==> config.mk <==
export PLATFORM = sky130hd
export DESIGN_NAME = fwd_sched_flat
export DESIGN_NICKNAME = d
export VERILOG_FILES = /design/src/rtl/fwd_sched_if.sv /design/src/rtl/fwd_sched.sv /design/src/flat_wrapper.sv
export SDC_FILE = /design/constraint.sdc
export NUM_CORES = 1
export LEC_CHECK = 0
export ABC_CLOCK_PERIOD_IN_PS = 2500
export CAP_MARGIN = 20
export CELL_PAD_IN_SITES_DETAIL_PLACEMENT = 1
export CELL_PAD_IN_SITES_GLOBAL_PLACEMENT = 1
export CORE_UTILIZATION = 37
export DETAILED_ROUTE_END_ITERATION = 10
export GPL_ROUTABILITY_DRIVEN = 0
export PLACE_DENSITY_LB_ADDON = 0.1
export SLEW_MARGIN = 20
export SYNTH_ARGS = -nofsm -noshare
export SYNTH_HDL_FRONTEND = slang
export SYNTH_SLANG_ARGS = --single-unit
==> constraint.sdc <==
create_clock -name clk -period 2.5 [get_ports clk]
set_input_delay 0.25 -clock clk [delete_from_list [all_inputs] [get_ports clk]]
set_output_delay 0.25 -clock clk [all_outputs]
set_load 0.01 [all_outputs]
==> src/rtl/fwd_sched_if.sv <==
// ID-stage <-> forwarding scheduler interface.
// The ID stage (master) presents the instruction it holds and the pipeline
// control events. The scheduler (slave) returns operand-mux selects, the
// load-use stall and the stall performance counter.
interface fwd_sched_if #(
    parameter int REG_W = 5,
    parameter int CNT_W = 32
);
    // Instruction currently held in ID
    logic             id_valid;
    logic [REG_W-1:0] id_rj;
    logic             id_rj_used;
    logic [REG_W-1:0] id_rk;
    logic             id_rk_used;
    logic [REG_W-1:0] id_rd;
    logic             id_we;
    logic             id_is_load;

    // Pipeline control events
    logic             freeze;
    logic             flush_id;
    logic             flush_all;

    // Scheduler results
    logic [2:0]       fwd_rj;
    logic [2:0]       fwd_rk;
    logic             id_stall;
    logic [CNT_W-1:0] stall_cnt;

    modport master (
        output id_valid, id_rj, id_rj_used, id_rk, id_rk_used,
               id_rd, id_we, id_is_load, freeze, flush_id, flush_all,
        input  fwd_rj, fwd_rk, id_stall, stall_cnt
    );

    modport slave (
        input  id_valid, id_rj, id_rj_used, id_rk, id_rk_used,
               id_rd, id_we, id_is_load, freeze, flush_id, flush_all,
        output fwd_rj, fwd_rk, id_stall, stall_cnt
    );
endinterface

==> src/rtl/fwd_sched.sv <==
// Forwarding / load-use hazard scheduler for the ID stage.
// A shadow scoreboard mirrors the destination of the instructions in EX,
// MM1, MM2 and WB. Each cycle the ID source operands are matched against it,
// youngest stage first, to choose the operand-mux source. A load still in
// EX or MM1 cannot supply data yet, so its consumer is held in ID.
//
// Select encodings (shared with the ID operand muxes):
//   0 GR       register file
//   1 EX       EX result
//   2 MM1      MM1 result
//   3 MM2_REG  MM2 ALU result
//   4 MM2_MEM  MM2 load data
//   5 WB       WB result
module fwd_sched #(
    parameter int REG_W = 5,
    parameter int CNT_W = 32
) (
    input logic        clk,
    input logic        reset,
    fwd_sched_if.slave bus
);

    localparam logic [2:0] FWD_SRC_GR      = 3'd0;
    localparam logic [2:0] FWD_SRC_EX      = 3'd1;
    localparam logic [2:0] FWD_SRC_MM1     = 3'd2;
    localparam logic [2:0] FWD_SRC_MM2_REG = 3'd3;
    localparam logic [2:0] FWD_SRC_MM2_MEM = 3'd4;
    localparam logic [2:0] FWD_SRC_WB      = 3'd5;

    // One in-flight destination as seen from ID
    typedef struct packed {
        logic             valid;
        logic [REG_W-1:0] rd;
        logic             we;
        logic             is_load;
    } entry_t;

    // Outcome of resolving one source operand
    typedef struct packed {
        logic       hazard;
        logic [2:0] sel;
    } resolve_t;

    entry_t   ex_q, mm1_q, mm2_q, wb_q;
    entry_t   ex_d;
    resolve_t rj_res, rk_res;
    logic     stall;
    logic     count_en;

    // True when stage entry e will write source register s of a live read.
    // r0 is hard-wired to zero, so it never forwards.
    function automatic logic hit(
        input entry_t           e,
        input logic [REG_W-1:0] s,
        input logic             used,
        input logic             valid
    );
        return e.valid & e.we & (e.rd == s) & (s != '0) & used & valid;
    endfunction

    // Youngest matching writer decides; an older match is shadowed by it.
    function automatic resolve_t resolve(
        input logic [REG_W-1:0] s,
        input logic             used,
        input logic             valid,
        input entry_t           ex,
        input entry_t           mm1,
        input entry_t           mm2,
        input entry_t           wb
    );
        resolve_t r;
        r.hazard = 1'b0;
        r.sel    = FWD_SRC_GR;
        if (hit(ex, s, used, valid)) begin
            // Load data is not available until MM2
            if (ex.is_load) r.hazard = 1'b1;
            else            r.sel    = FWD_SRC_EX;
        end else if (hit(mm1, s, used, valid)) begin
            if (mm1.is_load) r.hazard = 1'b1;
            else             r.sel    = FWD_SRC_MM1;
        end else if (hit(mm2, s, used, valid)) begin
            r.sel = mm2.is_load ? FWD_SRC_MM2_MEM : FWD_SRC_MM2_REG;
        end else if (hit(wb, s, used, valid)) begin
            r.sel = FWD_SRC_WB;
        end
        return r;
    endfunction

    // Resolve both operands and derive the stall from the current shadow state
    always_comb begin
        // NOTE: every always_comb output gets a default first so no path can
        // leave it unassigned and infer a latch.
        rj_res = '0;
        rk_res = '0;
        ex_d   = '0;

        rj_res = resolve(bus.id_rj, bus.id_rj_used, bus.id_valid,
                         ex_q, mm1_q, mm2_q, wb_q);
        rk_res = resolve(bus.id_rk, bus.id_rk_used, bus.id_valid,
                         ex_q, mm1_q, mm2_q, wb_q);

        stall = rj_res.hazard | rk_res.hazard;

        // A stalled or killed ID instruction becomes a bubble in EX
        ex_d.valid   = bus.id_valid & ~stall & ~bus.flush_id;
        ex_d.rd      = bus.id_rd;
        ex_d.we      = bus.id_we;
        ex_d.is_load = bus.id_is_load;
    end

    // The held instruction re-reads the register file once it is released,
    // so the selects are parked on GR while stalled.
    assign bus.fwd_rj   = stall ? FWD_SRC_GR : rj_res.sel;
    assign bus.fwd_rk   = stall ? FWD_SRC_GR : rk_res.sel;
    assign bus.id_stall = stall;

    // A stall cycle is only counted when the pipeline actually advances
    assign count_en = stall & ~bus.freeze & ~bus.flush_all;

    // Shadow scoreboard: shift one stage per cycle, flush beats freeze
    always_ff @(posedge clk or posedge reset) begin
        if (reset) begin
            // NOTE: the four entries are ordinary flops, not a RAM, so they
            // are cleared by reset like any other control state.
            ex_q  <= '0;
            mm1_q <= '0;
            mm2_q <= '0;
            wb_q  <= '0;
        end else if (bus.flush_all) begin
            ex_q  <= '0;
            mm1_q <= '0;
            mm2_q <= '0;
            wb_q  <= '0;
        end else if (!bus.freeze) begin
            // NOTE: non-blocking assignments let every stage sample the old
            // value of its predecessor, giving a true shift rather than a
            // fall-through.
            wb_q  <= mm2_q;
            mm2_q <= mm1_q;
            mm1_q <= ex_q;
            ex_q  <= ex_d;
        end
    end

    // Stall performance counter, free-running and wrapping
    always_ff @(posedge clk or posedge reset) begin
        if (reset) begin
            bus.stall_cnt <= '0;
        end else if (count_en) begin
            bus.stall_cnt <= bus.stall_cnt + 1'b1;
        end
    end

endmodule

==> src/flat_wrapper.sv <==
// flat-port wrapper written by rule: the top's interface ports become plain ports
module fwd_sched_flat 
#(
    parameter int REG_W = 5,
    parameter int CNT_W = 32
)
  (clk, reset, bus_id_valid, bus_id_rj, bus_id_rj_used, bus_id_rk, bus_id_rk_used, bus_id_rd, bus_id_we, bus_id_is_load, bus_freeze, bus_flush_id, bus_flush_all, bus_fwd_rj, bus_fwd_rk, bus_id_stall, bus_stall_cnt);
  fwd_sched_if #(.REG_W(REG_W), .CNT_W(CNT_W)) bus_i ();
  input logic clk;
  input logic reset;
  input wire logic [$bits(bus_i.id_valid)-1:0] bus_id_valid;
  input wire logic [$bits(bus_i.id_rj)-1:0] bus_id_rj;
  input wire logic [$bits(bus_i.id_rj_used)-1:0] bus_id_rj_used;
  input wire logic [$bits(bus_i.id_rk)-1:0] bus_id_rk;
  input wire logic [$bits(bus_i.id_rk_used)-1:0] bus_id_rk_used;
  input wire logic [$bits(bus_i.id_rd)-1:0] bus_id_rd;
  input wire logic [$bits(bus_i.id_we)-1:0] bus_id_we;
  input wire logic [$bits(bus_i.id_is_load)-1:0] bus_id_is_load;
  input wire logic [$bits(bus_i.freeze)-1:0] bus_freeze;
  input wire logic [$bits(bus_i.flush_id)-1:0] bus_flush_id;
  input wire logic [$bits(bus_i.flush_all)-1:0] bus_flush_all;
  output wire logic [$bits(bus_i.fwd_rj)-1:0] bus_fwd_rj;
  output wire logic [$bits(bus_i.fwd_rk)-1:0] bus_fwd_rk;
  output wire logic [$bits(bus_i.id_stall)-1:0] bus_id_stall;
  output wire logic [$bits(bus_i.stall_cnt)-1:0] bus_stall_cnt;
  assign bus_i.id_valid = bus_id_valid;
  assign bus_i.id_rj = bus_id_rj;
  assign bus_i.id_rj_used = bus_id_rj_used;
  assign bus_i.id_rk = bus_id_rk;
  assign bus_i.id_rk_used = bus_id_rk_used;
  assign bus_i.id_rd = bus_id_rd;
  assign bus_i.id_we = bus_id_we;
  assign bus_i.id_is_load = bus_id_is_load;
  assign bus_i.freeze = bus_freeze;
  assign bus_i.flush_id = bus_flush_id;
  assign bus_i.flush_all = bus_flush_all;
  assign bus_fwd_rj = bus_i.fwd_rj;
  assign bus_fwd_rk = bus_i.fwd_rk;
  assign bus_id_stall = bus_i.id_stall;
  assign bus_stall_cnt = bus_i.stall_cnt;
  fwd_sched #(.REG_W(REG_W), .CNT_W(CNT_W)) u_core (.clk(clk), .reset(reset), .bus(bus_i));
endmodule
# Word-level counts from Yosys, hierarchy flattened
# Cells that the tools add are included.
# word_totals
reg_bits	63
latch_bits	0
ram_bits	0
rom_bits	0
input_bits	25
output_inout_bits	39
word_cells	98
memories	0
# classes
add_sub_neg	1
mul	0
div	0
n_lt_le_gt_ge	0
n_eq_ne	9
shift	0
muxes	25
bitwise_logic	45
n_reduce_logical	2
# ops
cell	n
2-to-1 mux 8 bit	8
bitwise AND 1 bit	40
== test 5 bit	8
adder 32 x 1 -> 32 bit, second input constant	1
2-to-1 mux 3 bit	9
nonzero test 5 bit	2
2-to-1 mux 4 bit	2
2-to-1 mux 1 bit	5
inverter 1 bit	4
2-to-1 mux 2 bit	1
!= test 2 x 1 -> 1 bit, second input constant	1
OR 1 bit	1

# Longest topological paths before layout
# Gate-level depths: netlist (run 1).
# depth
ltp_word	15
mapped_depth	9
depth_no_buf	7

# Worst setup path before layout (run 1)
# Ideal clock, no wire load.
# synth_timing
kind	input port to output port
startpoint	input bus_id_rk[4]
endpoint	output bus_fwd_rk[1]
t_arrival_ns	2.375
required_time_ns	2.250
setup_slack_ns	-0.125
cell_stages	8
n_path_buf	1
path_cell_list	clkbuf_1 xnor2_1 nand2_1 or3b_2 or3b_2 nor2_1 a31oi_1 a2111oi_0
# synth_between
elab_chain_cells	9
elab_cells_between_ends	22
classes_between	eq/ne (3); mux (5); bitwise (13); reduce/logical (1)
# synth_rtl
item	line_no	rtl
start, declared	flat_wrapper.sv:14	input wire logic [$bits(bus_i.id_rk)-1:0] bus_id_rk;
== test 5 bit	fwd_sched.sv:58	return e.valid & e.we & (e.rd == s) & (s != '0) & used & valid;
bitwise AND 1 bit (4 in series)	fwd_sched.sv:58	
2-to-1 mux 3 bit / 2-to-1 mux 1 bit (equally long branches)	fwd_sched.sv:81, fwd_sched.sv:78	
2-to-1 mux 3 bit / 2-to-1 mux 4 bit (equally long branches)	fwd_sched.sv:78, fwd_sched.sv:74	
2-to-1 mux 4 bit *	fwd_sched.sv:74	if (hit(ex, s, used, valid)) begin
2-to-1 mux 3 bit *	fwd_sched.sv:114	assign bus.fwd_rk = stall ? FWD_SRC_GR : rk_res.sel;
end, declared	flat_wrapper.sv:23	output wire logic [$bits(bus_i.fwd_rk)-1:0] bus_fwd_rk;
# Mark *: on every way between the ends. The rest lies on a longest branch, timed or not.

# Worst setup path after layout (run 1)
# layout_timing
startpoint	register u_core.ex_q[3] (netlist name)
endpoint	output bus_fwd_rk[0]
# layout_between
elab_chain_cells	8
elab_cells_between_ends	14
classes_between	eq/ne (2); mux (3); bitwise (9)
# layout_rtl
item	line_no	rtl
start, declared	fwd_sched.sv:44	entry_t ex_q, mm1_q, mm2_q, wb_q;
start signal, assigned	fwd_sched.sv:125	ex_q <= '0;
start signal, assigned	fwd_sched.sv:130	ex_q <= '0;
start signal, assigned	fwd_sched.sv:141	ex_q <= ex_d;
== test 5 bit	fwd_sched.sv:58	
bitwise AND 1 bit (4 in series)	fwd_sched.sv:58	
2-to-1 mux 4 bit	fwd_sched.sv:74	
OR 1 bit	fwd_sched.sv:102	stall = rj_res.hazard | rk_res.hazard;
2-to-1 mux 3 bit *	fwd_sched.sv:114	
# Marked as above.

==> summary by stage, run 1 <==
Pwr
For this design the ratio of total power to cell area is around 410 nW/um^2. Of the total power, the share spent switching nets is 0.265. The portion of total power attributed to the clock network is 0.407. Of the total power, registers draw 0.475. The combinational power share is 0.118.

The worst-case vdd ir drop is 213 uV. Internal power comes to roughly 1.6 mW. For this design the total switching power over the nets is slightly below 600 uW. Summed over all cells, the static leakage comes to around 2.5 nW.

CTS
CTS built an H-tree with a depth of 3. The clock sink count is 63. Buffers inserted to repair hold after CTS numbered 0.

The clock tree from TritonCTS is done. At the later pin of the worst-skew pair, clock insertion delay measures 350 ps. The root buffer cell chosen for the clock tree is sky130_fd_sc_hd__clkbuf_8. The CTS buffer count is 9. The number of buffers on the longest clock path is 2. Clock-pin slew was measured on the worst setup and hold paths at 80 ps.

Finish
In the final layout, the share of cells above drive strength 1 is 0.303. Relative to the synthesized area, the layout overhead comes to 50.2%. The register cell area after layout is approximately 1600 sq um. The layout net count is between 500 and 600.

After routing the design area is about 5300 sq um. The count of antenna diodes in the layout is 0. Summing all multi-input logic gate instances after layout gives between 2000 and 2500 sq um.

After filler insertion, the fill cell instance count of the layout stands at 1019.

Routing
Using the TritonRoute via totals, the vias-per-cell ratio works out to 5.02. The number of detailed-routing iterations run before antenna repair is 4. For this block, the routed nets add up to ~11000 microns of wire. The routed length per placed instance is approximately 18 microns. The via count is about 3000.

The number of DRC markers after the initial detailed-route iteration is ~80. After detailed routing, the number of remaining DRC violations is 0. The antenna violation net count after detailed routing is 0.

Worst setup path
The critical path in this run is classified as reg -> out. In this run the worst path has a maximum fanout of 3. The slowest stage cell on the critical path is sky130_fd_sc_hd__dfrtp_1. The critical path goes through buf_6 -> xor2_2 -> nor4_2 -> buf_4 -> nand3_4 -> and4_4 -> or3_4 -> buf_6 -> a21oi_2 -> buf_2. The data arrival time of the critical path is 2520 ps. On the critical path the largest part of the delay comes from simple AND/OR/NAND/NOR gates.

For this run, the slowest stage of the critical path takes 400 ps. For the worst flop-to-flop path, the logic depth is 11. The cell repeated most along the worst path is sky130_fd_sc_hd__buf_6. The logic depth of the worst path, buffers included is 10. Data on the critical path is required at its endpoint by 2250 ps. STA classifies the critical path startpoint as a register. STA classifies the critical path endpoint as an output port. The total buffers and inverters traversed by the critical path is 4.

Logic synthesis
The number of different library cells used by synthesis comes to 42. The mapped netlist covers between 3000 and 4000 sq um. A synthesized cell averages approximately 9.9 sq um.

The number of flops mapped to enable cells by yosys is 0. For this run, the leading register cell type out of synthesis is sky130_fd_sc_hd__dfrtp_1. The count of yosys warnings during synthesis is 0.

The number of nets in the synthesized netlist is around 390. Synthesis produced a netlist whose cell count is approximately 360. The share of the Yosys chip area taken by registers is 0.444. The proportion of register bits with asynchronous set or reset after synthesis is 1.00. Counting flops and latches in the post-synthesis netlist gives 63.

Worst hold path
The tightest min-delay check is of the in -> async type.

Floorplanning
The die is ~100 microns wide. The die covers about 10000 sq um. The die extent in y is approximately 100 microns.

The core outline area is about 9300 sq um. The floorplan row count is 35. In this run the count of I/O pins placed on the die edge is 64.

The initial utilization of the core area, before any placement, comes to 0.382.

GRT
The via count of the first global-routing pass is 3261. Summed over all layers, the global routing overflow is 0. Entering global routing, the biggest net connects 32 pins. The global-route wire length before repair is 17000 microns. The initial antenna violation count came to 0. The global routing usage summed across all routing layers is 0.223.

Run status
The checks that failed: setup timing. The flow ran to the end, but the final reports show violations.

STA
The final count of pins violating max slew is 0. The maximum frequency from static timing analysis is ~360 MHz. Setup violations remaining at the end of the flow were counted as 28. The smallest clock period supported by the final layout is computed as ~2800 ps. The post-layout worst setup margin is -272 ps. Of the available clock period, the critical path in the final layout requires 1.11. The slew at the pin closest to its max-slew limit is approximately 480 ps. The worst pin sits at a relative slew slack of 0.680. The final-report hold violation count came to 0. The tightest hold path in the finished design has a slack of 201 ps. The worst clock skew is roughly 15 ps. Setup repair after global routing could not meet its margin everywhere.

Place
After detailed placement, the total cell area comes to about 4600 sq um. Buffers placed on the I/O ports in this run total 63. The total half-perimeter wirelength after legalization and detailed placement is around 7300 microns.

Job
Max-cap violations in this run came to 0.
[layer usage]
layer / share of wire / GRT usage
met4: 0.023 / 0.0928
met3: 0.024 / 0.0327
met2: 0.51 / 0.367
met5: 0 / 0
met1: 0.45 / 0.293
[cell usage in the layout, fill, tap and decap left out, drive strengths merged, types with 3 or more instances in the layout]
cell,instances
mux2i,30
a21oi,3
dlygate4sd2,7
buf,74
and3,4
dfrtp,63
nand4,14
nor3,20
nor2,49
clkdlybuf4s50,48
xor2,36
clkbuf,9
nor4,8
xnor2,35
nand2,20
clkinv,5
inv,14
or3,4
nand3,12
[Yosys cell counts (4+ instances only)]
cell type,n,area [sq um]
sky130_fd_sc_hd__nor3_1,19,95.1
sky130_fd_sc_hd__nand2_1,20,75.1
sky130_fd_sc_hd__and3_1,4,25.0
sky130_fd_sc_hd__clkbuf_1,11,41.3
sky130_fd_sc_hd__inv_1,14,52.6
sky130_fd_sc_hd__xnor2_1,35,307
sky130_fd_sc_hd__nand4_1,14,87.6
sky130_fd_sc_hd__nand3_1,10,50.1
sky130_fd_sc_hd__nor2_1,49,184
sky130_fd_sc_hd__nor4_1,7,43.8
sky130_fd_sc_hd__mux2i_1,30,300
sky130_fd_sc_hd__xor2_1,36,315
sky130_fd_sc_hd__or3_1,4,25.0
sky130_fd_sc_hd__buf_2,5,25.0
sky130_fd_sc_hd__dfrtp_1,63,1580
[cell type report]
class / instances / share of cell area
multi-input combinational: 260 / 0.405
sequential: 63 / 0.296
timing repair buffer: 129 / 0.222
tap: 129 / 0.0303
clock buffer: 9 / 0.0232
clock inverter: 7 / 0.0138
inverter: 14 / 0.00986
[state kept, by name, summed over array words and instances, names as in the netlist]
register and flops:
u_core.mm1_q 8, u_core.ex_q 8, u_core.wb_q 7, u_core.mm2_q 8, u_core.bus.stall_cnt 32
[what timing repair did]
item,CTS,global route
setup endpoints to repair,33,38
setup buffers,9,7
gates resized for setup,68,45
pin swaps,20,24
cloned,2,0
[through the flow]
stage                util  setup WS (ps)  power (mW)  TNS, ps  std cells
finish              0.574           -272        2.21    -2590        611
global route        0.574           -377        2.30    -6140        611
CTS                 0.545           -253        2.22    -1690        605
detailed placement  0.500           -807        1.31   -17990        580
global placement    0.500           -770        1.30   -16390        580
floorplan               -           17.6        1.20        0        359
[worst paths after layout]
path | from | end | slack [ps]
min in group clk | bus_freeze | u_core.ex_q[7] | 270
setup / recovery | u_core.ex_q[3] | bus_fwd_rk[0] | -270
setup reg to reg | u_core.ex_q[3] | u_core.ex_q[7] | -180
hold reg to reg | u_core.bus.stall_cnt[31] | u_core.bus.stall_cnt[31] | 470
hold / removal | reset | u_core.bus.stall_cnt[10] | 200
max in group asynchronous | reset | u_core.bus.stall_cnt[26] | 1720
[power by group through the flow]
stage          Sequential (mW)  Combinational, mW  Clock, mW
6_report                  1.05              0.261      0.898
5_1_grt                   1.05              0.283      0.962
4_1_cts                   1.05              0.250      0.924
3_5_place_dp              1.07              0.238          0
3_3_place_gp              1.07              0.233          0
2_1_floorplan             1.07              0.132          0
[kinds of logic after synthesis]
group	synth area share
simple gates	0.201
fa+ha+maj	0.00353
compound gates	0.0434
flops	0.444
xor+xnor	0.175
mux	0.0878
buf+inv	0.0444
No activity file was read; power rests on OpenSTA's default activity.
==> run 2, diff against run 1 <==
- PLACE_DENSITY: unset -> 0.79
- PLACE_DENSITY_LB_ADDON: 0.1 -> unset
==> summary by stage, run 2 (same netlist as run 1, synthesis figures left out) <==
Worst setup path
The data arrival time of the critical path is 2510 ps (about the same). The worst setup path is launched from a register. The element type at the critical path end is an output port. The start-to-end type of the worst setup path is reg -> out.

The required time of the critical path is 2250 ps (about the same). The largest fanout on the critical path was 4 (+1).

Floorplanning
The core outline area was 9280 sq um (unchanged). The die width came to 99.9 microns (unchanged). The floorplan row count came to 35 (unchanged). The number of I/O pins is 64 (unchanged).

The area of the die is 9990 sq um (unchanged). The initial core utilization came to 0.382 (unchanged). The die extent in y is 99.9 microns (unchanged).

STA
The minimum clock period after layout is 2760 ps (-12.6 ps). The final count of pins violating max slew is 0 (unchanged). The max-slew headroom at the worst pin was 0.571 (-0.109). Setup repair after global routing could not meet its margin everywhere. The slew at the pin closest to its max-slew limit is 643 ps (+164 ps). The number of failing setup endpoints in the final timing report is 29 (+3.6%). The total negative setup slack is -2480 ps (+102 ps). The worst hold slack after final layout is 277 ps (+76.6 ps). The post-layout worst setup margin came to -260 ps (+12.6 ps). The worst clock skew is 11.2 ps (-3.82 ps). The maximum frequency from static timing analysis is 362 MHz (+0.46%).

The post-route fraction of the period consumed by the critical path is 1.10 (-0.00505). The final-report hold violation count is 0 (unchanged).

Place
The total placed instance area is 4650 sq um (+0.16%). The count of placed standard cells including taps was 581 (+0.17%). The count of input and output buffers was 63 (unchanged). The post-placement setup slack is -805 ps (+2.21 ps). The total half-perimeter wirelength after legalization and detailed placement is 7750 microns (+5.6%).

Pwr
The worst-case vdd ir drop is 311 uV (+46%). The relative contribution of sequential cells to total power is 0.468 (-0.007). The cell-internal power is 1.65 mW (+1.7%). The total power per unit cell area came to 412 nW/um^2 (-0.51%).

The net switching power of the design is 594 uW (+1.6%). The sum of internal, switching and leakage power is 2.25 mW (+1.7%). The switching power share of the total was 0.264 (about the same).

The portion of total power attributed to the clock network is 0.417 (+0.010). The static leakage power is 2.56 nW (+2.8%). The combinational power share was 0.115 (-0.003).

Routing
The via-per-instance ratio is 5.25 (+4.5%). The routed length per placed instance is 19.6 microns (+10%). The sum of routed wire length over all layers is 12000 microns (+10%). The number of DRC markers after the initial detailed-route iteration is 94 (+19%). The antenna violation net count after detailed routing was 0 (unchanged). The number of remaining DRC errors is 0 (unchanged).

The number of detailed-routing iterations run before antenna repair is 6 (+2). The via count was 3206 (+4.5%).

GRT
The initial antenna violation count was 0 (unchanged). The global routing usage summed across all routing layers is 0.248 (+0.0249). The total global routing overflow was 0 (unchanged). The via count of the first global-routing pass was 3597 (+10%).

The pin count of the biggest net entering global routing is 37 (+16%). The global-route wire length before repair is 18900 microns (+11%).

Finish
The number of flip-flops under the largest register name is 32 (unchanged). The register ranked first by flip-flop count is u_core.bus.stall_cnt. The non-filler instance count after layout is 611 (unchanged). The final cell utilization of the core is 0.587 (+0.0128). The layout cell share with drive strength beyond 1 is 0.320 (+0.0166).

The layout net count is 503 (unchanged). The post-route standard cell area excluding fillers is 5450 sq um (+2.2%). The number of inserted filler cells in the final layout is 1027 (+0.79%). The library cell used most frequently in the layout, excluding fill and tap cells, is sky130_fd_sc_hd__dfrtp_1.

The count of antenna diodes in the layout is 0 (unchanged). From synthesis to final layout, the design area changed by 53.6%. In the layout the commonest cells are sky130_fd_sc_hd__dfrtp_1 (62), sky130_fd_sc_hd__buf_4 (54), sky130_fd_sc_hd__clkdlybuf4s50_1 (48), sky130_fd_sc_hd__nor2_1 (38), sky130_fd_sc_hd__xor2_1 (36).

CTS
The clock network latency to the later pin of the worst-skew pair came to 350 ps (about the same). The clock sink count is 63 (unchanged). The tree is rooted in a sky130_fd_sc_hd__clkbuf_8. The clock-pin slew on the worst setup and hold paths was 80 ps (about the same). The clock tree from TritonCTS is done. The number of buffers on the longest clock path is 2 (unchanged). The count of H-tree levels built during CTS is 3 (unchanged). The CTS buffer count came to 9 (unchanged).

Job
The number of maximum-capacitance violations is 0 (unchanged).

Run status
The final reports fail on setup timing. The flow ran to the end, but the final reports show violations.

Worst hold path
The worst min-delay path class is in -> reg.
[run 2: per-layer routing]
| metal | up-vias | global-route usage | routed length, microns |
|---|---|---|---|
| met4 | 0 | 0.0656 | 230 |
| met3 | 18 | 0.0446 | 419 |
| met2 | 81 | 0.457 | 6370 |
| met1 | 1656 | 0.295 | 4950 |
| met5 | - | 0 | 0 |
| li1 | 1451 | - | - |
[run 2: critical path, cell delays in order (launching register included)]
cell	delay (ps)
sky130_fd_sc_hd__dfrtp_1	410
sky130_fd_sc_hd__xor2_1	180
sky130_fd_sc_hd__nor4_2	330
sky130_fd_sc_hd__buf_4	170
sky130_fd_sc_hd__nand3_4	60
sky130_fd_sc_hd__and4_4	180
sky130_fd_sc_hd__or3_4	370
sky130_fd_sc_hd__buf_6	130
sky130_fd_sc_hd__nor3b_2	170
sky130_fd_sc_hd__buf_2	150
[run 2: area by class of cell]
| class | instances | area [sq um] | share of cell area |
|---|---|---|---|
| flip-flops and latches | 63 | 1580 | 0.290 |
| repair buffers | 129 | 1180 | 0.216 |
| clock inverters | 6 | 68.8 | 0.0126 |
| inverters | 14 | 52.6 | 0.00964 |
| multi-input cells | 260 | 2270 | 0.417 |
| clock buffers | 10 | 138 | 0.0253 |
| well taps | 129 | 161 | 0.0296 |
[run 2: worst paths after layout]
kind,cells after the start,startpoint,slack (ps),end
max in group asynchronous,3,reset,1550,u_core.ex_q[2]
min in group asynchronous,2,reset,310,u_core.bus.stall_cnt[4]
worst min-delay path,3,bus_freeze,280,u_core.ex_q[7]
worst max-delay path,9,u_core.ex_q[5],-260,bus_fwd_rk[2]
worst min register to register,1,u_core.bus.stall_cnt[31],480,u_core.bus.stall_cnt[31]
worst max register to register,10,u_core.ex_q[5],-160,u_core.ex_q[7]
[run 2: power by group through the flow]
stage / logic [mW] / clock network [mW] / registers, mW
final: 0.258 / 0.937 / 1.05
after global routing: 0.279 / 1.00 / 1.05
after CTS: 0.251 / 0.959 / 1.05
after detailed placement: 0.240 / 0 / 1.07
after global placement: 0.229 / 0 / 1.07
after floorplan: 0.132 / 0 / 1.07
[run 2: repair_timing]
| action | in CTS | in global routing |
|---|---|---|
| pin swaps | 26 | 24 |
| gates resized for setup | 90 | 42 |
| cloned | 2 | 0 |
| setup endpoints to repair | 24 | 40 |
| hold buffers | 0 | 0 |
| setup buffers | 8 | 5 |
==> run 3, diff against run 2 <==
- ABC_CLOCK_PERIOD_IN_PS: 2500 -> 3100
- CORE_UTILIZATION: 37 -> 41
- PLACE_DENSITY: 0.79 -> 0.83
- REMOVE_ABC_BUFFERS: unset -> 1
- clock period: 2.5 -> 3.1 ns (I/O delays scaled with it)
==> summary by stage, run 3 (same netlist as run 1, synthesis figures left out) <==
STA
The final-report hold violation count is 0 (unchanged). The slew at the pin closest to its max-slew limit came to 796 ps (+154 ps). Setup repair after global routing left no endpoint under its margin. The post-layout worst setup margin is 48.0 ps (+308 ps). The final count of pins violating max slew is 0 (unchanged). The worst path in the final design needs a cycle of between 3000 and 4000 ps, including I/O delays and setup. The number of failing setup endpoints in the final timing report came to 0 (-100%). Dividing the final minimum period by the clock period gives 0.985.

The max-slew headroom at the worst pin is 0.469 (-0.102). The worst clock skew is 9.48 ps (-1.76 ps). Derived from the worst setup path, the maximum achievable clock frequency is 328 MHz.

Worst setup path
The critical path in this run is classified as in -> out. In this run the critical register-to-register path is launched from u_core.ex_q[3]. The worst setup path is launched from a primary input. The maximum cell stage delay along the critical path is 450 ps (+40 ps). The required time of the critical path came to 2790 ps (+540 ps). The critical path starts at bus_id_rk[1]. The worst setup path endpoint is bus_fwd_rk[2]. The signal on the critical path passes through clkdlybuf4s50_1 -> buf_4 -> xor2_1 -> nor4_2 -> nand3_4 -> and4_4 -> or3_1 -> buf_4 -> nor3b_1 -> clkbuf_2. The element type at the critical path end is an output port. The slowest stage cell on the critical path is sky130_fd_sc_hd__clkdlybuf4s50_1. The slack of the worst reg-to-reg path is 400 ps (+560 ps). The data arrival time of the critical path was 2740 ps (+230 ps). The worst reg2reg path endpoint is u_core.ex_q[7]. By instance count, the cell type seen most on the critical path is sky130_fd_sc_hd__buf_4. The count of cells along the worst register-to-register path is 9 (-1). The largest fanout on the critical path is 5 (+1).

Floorplanning
The initial core utilization was 0.428 (+0.0453). The floorplan row count was 33 (-5.7%). The area of the die is 9030 sq um (-9.6%). The die extent in y was 95.0 microns (-4.9%). The core outline area is 8300 sq um (-11%).

The number of I/O pins is 64 (unchanged). The die width is 95.0 microns (-4.9%).

Finish
The number of flip-flops under the largest register name came to 32 (unchanged). The number of inserted filler cells in the final layout is 893 (-13%). The post-route standard cell area excluding fillers came to 4730 sq um (-13%).

The post-synthesis to final-layout area growth is 33.3%. The final cell utilization of the core came to 0.570 (-0.0170). The most common cell after layout, fill and taps aside is sky130_fd_sc_hd__dfrtp_1. The layout cell share with drive strength beyond 1 came to 0.177 (-0.143).

More flip-flops sit in one register than any other, and that register is u_core.bus.stall_cnt. The layout net count is 479 (-4.8%). The area of the multi-input gates was 1850 sq um (-19%). The count of antenna diodes in the layout is 0 (unchanged). The register cell area after layout is 1580 sq um (about the same). In the layout the commonest cells are sky130_fd_sc_hd__dfrtp_1 (63), sky130_fd_sc_hd__clkdlybuf4s50_1 (52), sky130_fd_sc_hd__nor2_1 (48), sky130_fd_sc_hd__buf_4 (43), sky130_fd_sc_hd__xor2_1 (36).

Routing
The number of DRC markers after the initial detailed-route iteration was 96 (+2.1%). The via-per-instance ratio was 5.26 (+0.16%). The antenna violation net count after detailed routing came to 0 (unchanged). The number of remaining DRC errors was 0 (unchanged). The number of detailed-routing iterations run before antenna repair is 4 (-2). The via count is 2959 (-7.7%). The sum of routed wire length over all layers came to 10000 microns (-16%). The routed length per placed instance came to 17.8 microns (-9.1%).

Worst hold path
The launch point of the worst hold path is bus_freeze. The worst min-delay path class is in -> reg. The count of cells along the worst hold path was 3 (unchanged).

CTS
The clock tree from TritonCTS is done. The library cell used as clock root buffer is sky130_fd_sc_hd__clkbuf_8. The CTS buffer count is 9 (unchanged). The clock sink count was 63 (unchanged). The clock network latency to the later pin of the worst-skew pair came to 330 ps (-20 ps). The count of H-tree levels built during CTS is 3 (unchanged). The number of buffers on the longest clock path is 2 (unchanged).

The buffer count from post-CTS setup fixing came to 0 (-8). The clock-pin slew on the worst setup and hold paths came to 70 ps (about the same).

Pwr
The static leakage power came to 2.23 nW (-13%). The sum of internal, switching and leakage power came to 1.72 mW (-24%). The worst-case vdd ir drop is 235 uV (-24%).

The total power per unit cell area is 363 nW/um^2 (-12%).

Place
The count of input and output buffers is 63 (unchanged). The total half-perimeter wirelength after legalization and detailed placement is 7430 microns (-4.1%). The post-placement setup slack was -454 ps (+351 ps). The total placed instance area was 4520 sq um (-2.9%).

GRT
The total global routing overflow is 0 (unchanged). The pin count of the biggest net entering global routing was 64 (+73%). The global routing usage summed across all routing layers is 0.244 (-0.00307). The via count of the first global-routing pass came to 3163 (-12%).

The initial antenna violation count was 0 (unchanged). The global-route wire length before repair is 16600 microns (-12%).

Run status
The flow ran to the end, and the final reports show no timing, DRC or antenna violations.

Job
The number of maximum-capacitance violations is 0 (unchanged).
run 3: changes by cell type in the layout (fill, tap and decap cells not counted), moves of 4 or more:
cell and delta:
sky130_fd_sc_hd__nor3_4 -13, sky130_fd_sc_hd__clkdlybuf4s50_1 +4, sky130_fd_sc_hd__nor2_1 +10, sky130_fd_sc_hd__buf_2 -6, sky130_fd_sc_hd__buf_4 -11, sky130_fd_sc_hd__buf_6 -8
sky130_fd_sc_hd__nor2_4 -9, sky130_fd_sc_hd__xnor2_1 +4, sky130_fd_sc_hd__xnor2_2 -4, sky130_fd_sc_hd__nor4_1 +4, sky130_fd_sc_hd__nor3_1 +14, sky130_fd_sc_hd__dlygate4sd2_1 -4
run 3: what timing repair did:
item	in CTS	in global routing
hold buffers	0	0
setup endpoints to repair	7	6
pin swaps	2	3
gates resized for setup	11	15
run 3: per-stage QoR:
step,hold WS [ps],cells,setup TNS (ps)
after detailed placement,464,547,-1530
after global placement,462,547,-1120
after global routing,333,563,0
final,332,563,0
after floorplan,373,337,0
after CTS,322,563,-91.3
run 3: area by class of cell:
cell class	count	share of cell area
Clock buffer	12	0.0349
Clock inverter	4	0.00608
Inverter	14	0.0111
Multi-Input combinational cell	260	0.390
Sequential cell	63	0.333
Tap cell	105	0.0278
Timing Repair Buffer	105	0.196
run 3: worst min path at each step:
stage / slack, ps / endpoint
detailed placement: 460 / u_core.bus.stall_cnt[31]
global placement: 460 / u_core.bus.stall_cnt[31]
floorplan: 370 / u_core.ex_q[7]
global route: 330 / u_core.ex_q[4]
finish: 330 / u_core.ex_q[4]
CTS: 320 / u_core.ex_q[4]
run 3: report_power, final:
group	switching (mW)	internal (mW)	total, mW	leakage (nW)
Sequential	0.0143	0.833	0.847	0.831
Clock	0.329	0.356	0.685	0.0946
Combinational	0.0950	0.0906	0.186	1.31
Total	0.439	1.28	1.72	2.23
run 3: worst max-delay path, delay by kind of cell:
kind	cells	cell delay [ps]
AND/OR/NAND/NOR	5	1280
buffers and inverters	4	990
XOR/XNOR	1	150
run 3: layer usage:
| metal | up-vias | routed length (microns) | share of wire | GRT usage |
|---|---|---|---|---|
| li1 | 1401 | - | - | - |
| met1 | 1500 | 4560 | 0.45 | 0.326 |
| met2 | 42 | 5000 | 0.50 | 0.409 |
| met3 | 16 | 250 | 0.025 | 0.0399 |
| met4 | 0 | 213 | 0.021 | 0.0707 |
| met5 | - | 0 | 0 | 0 |
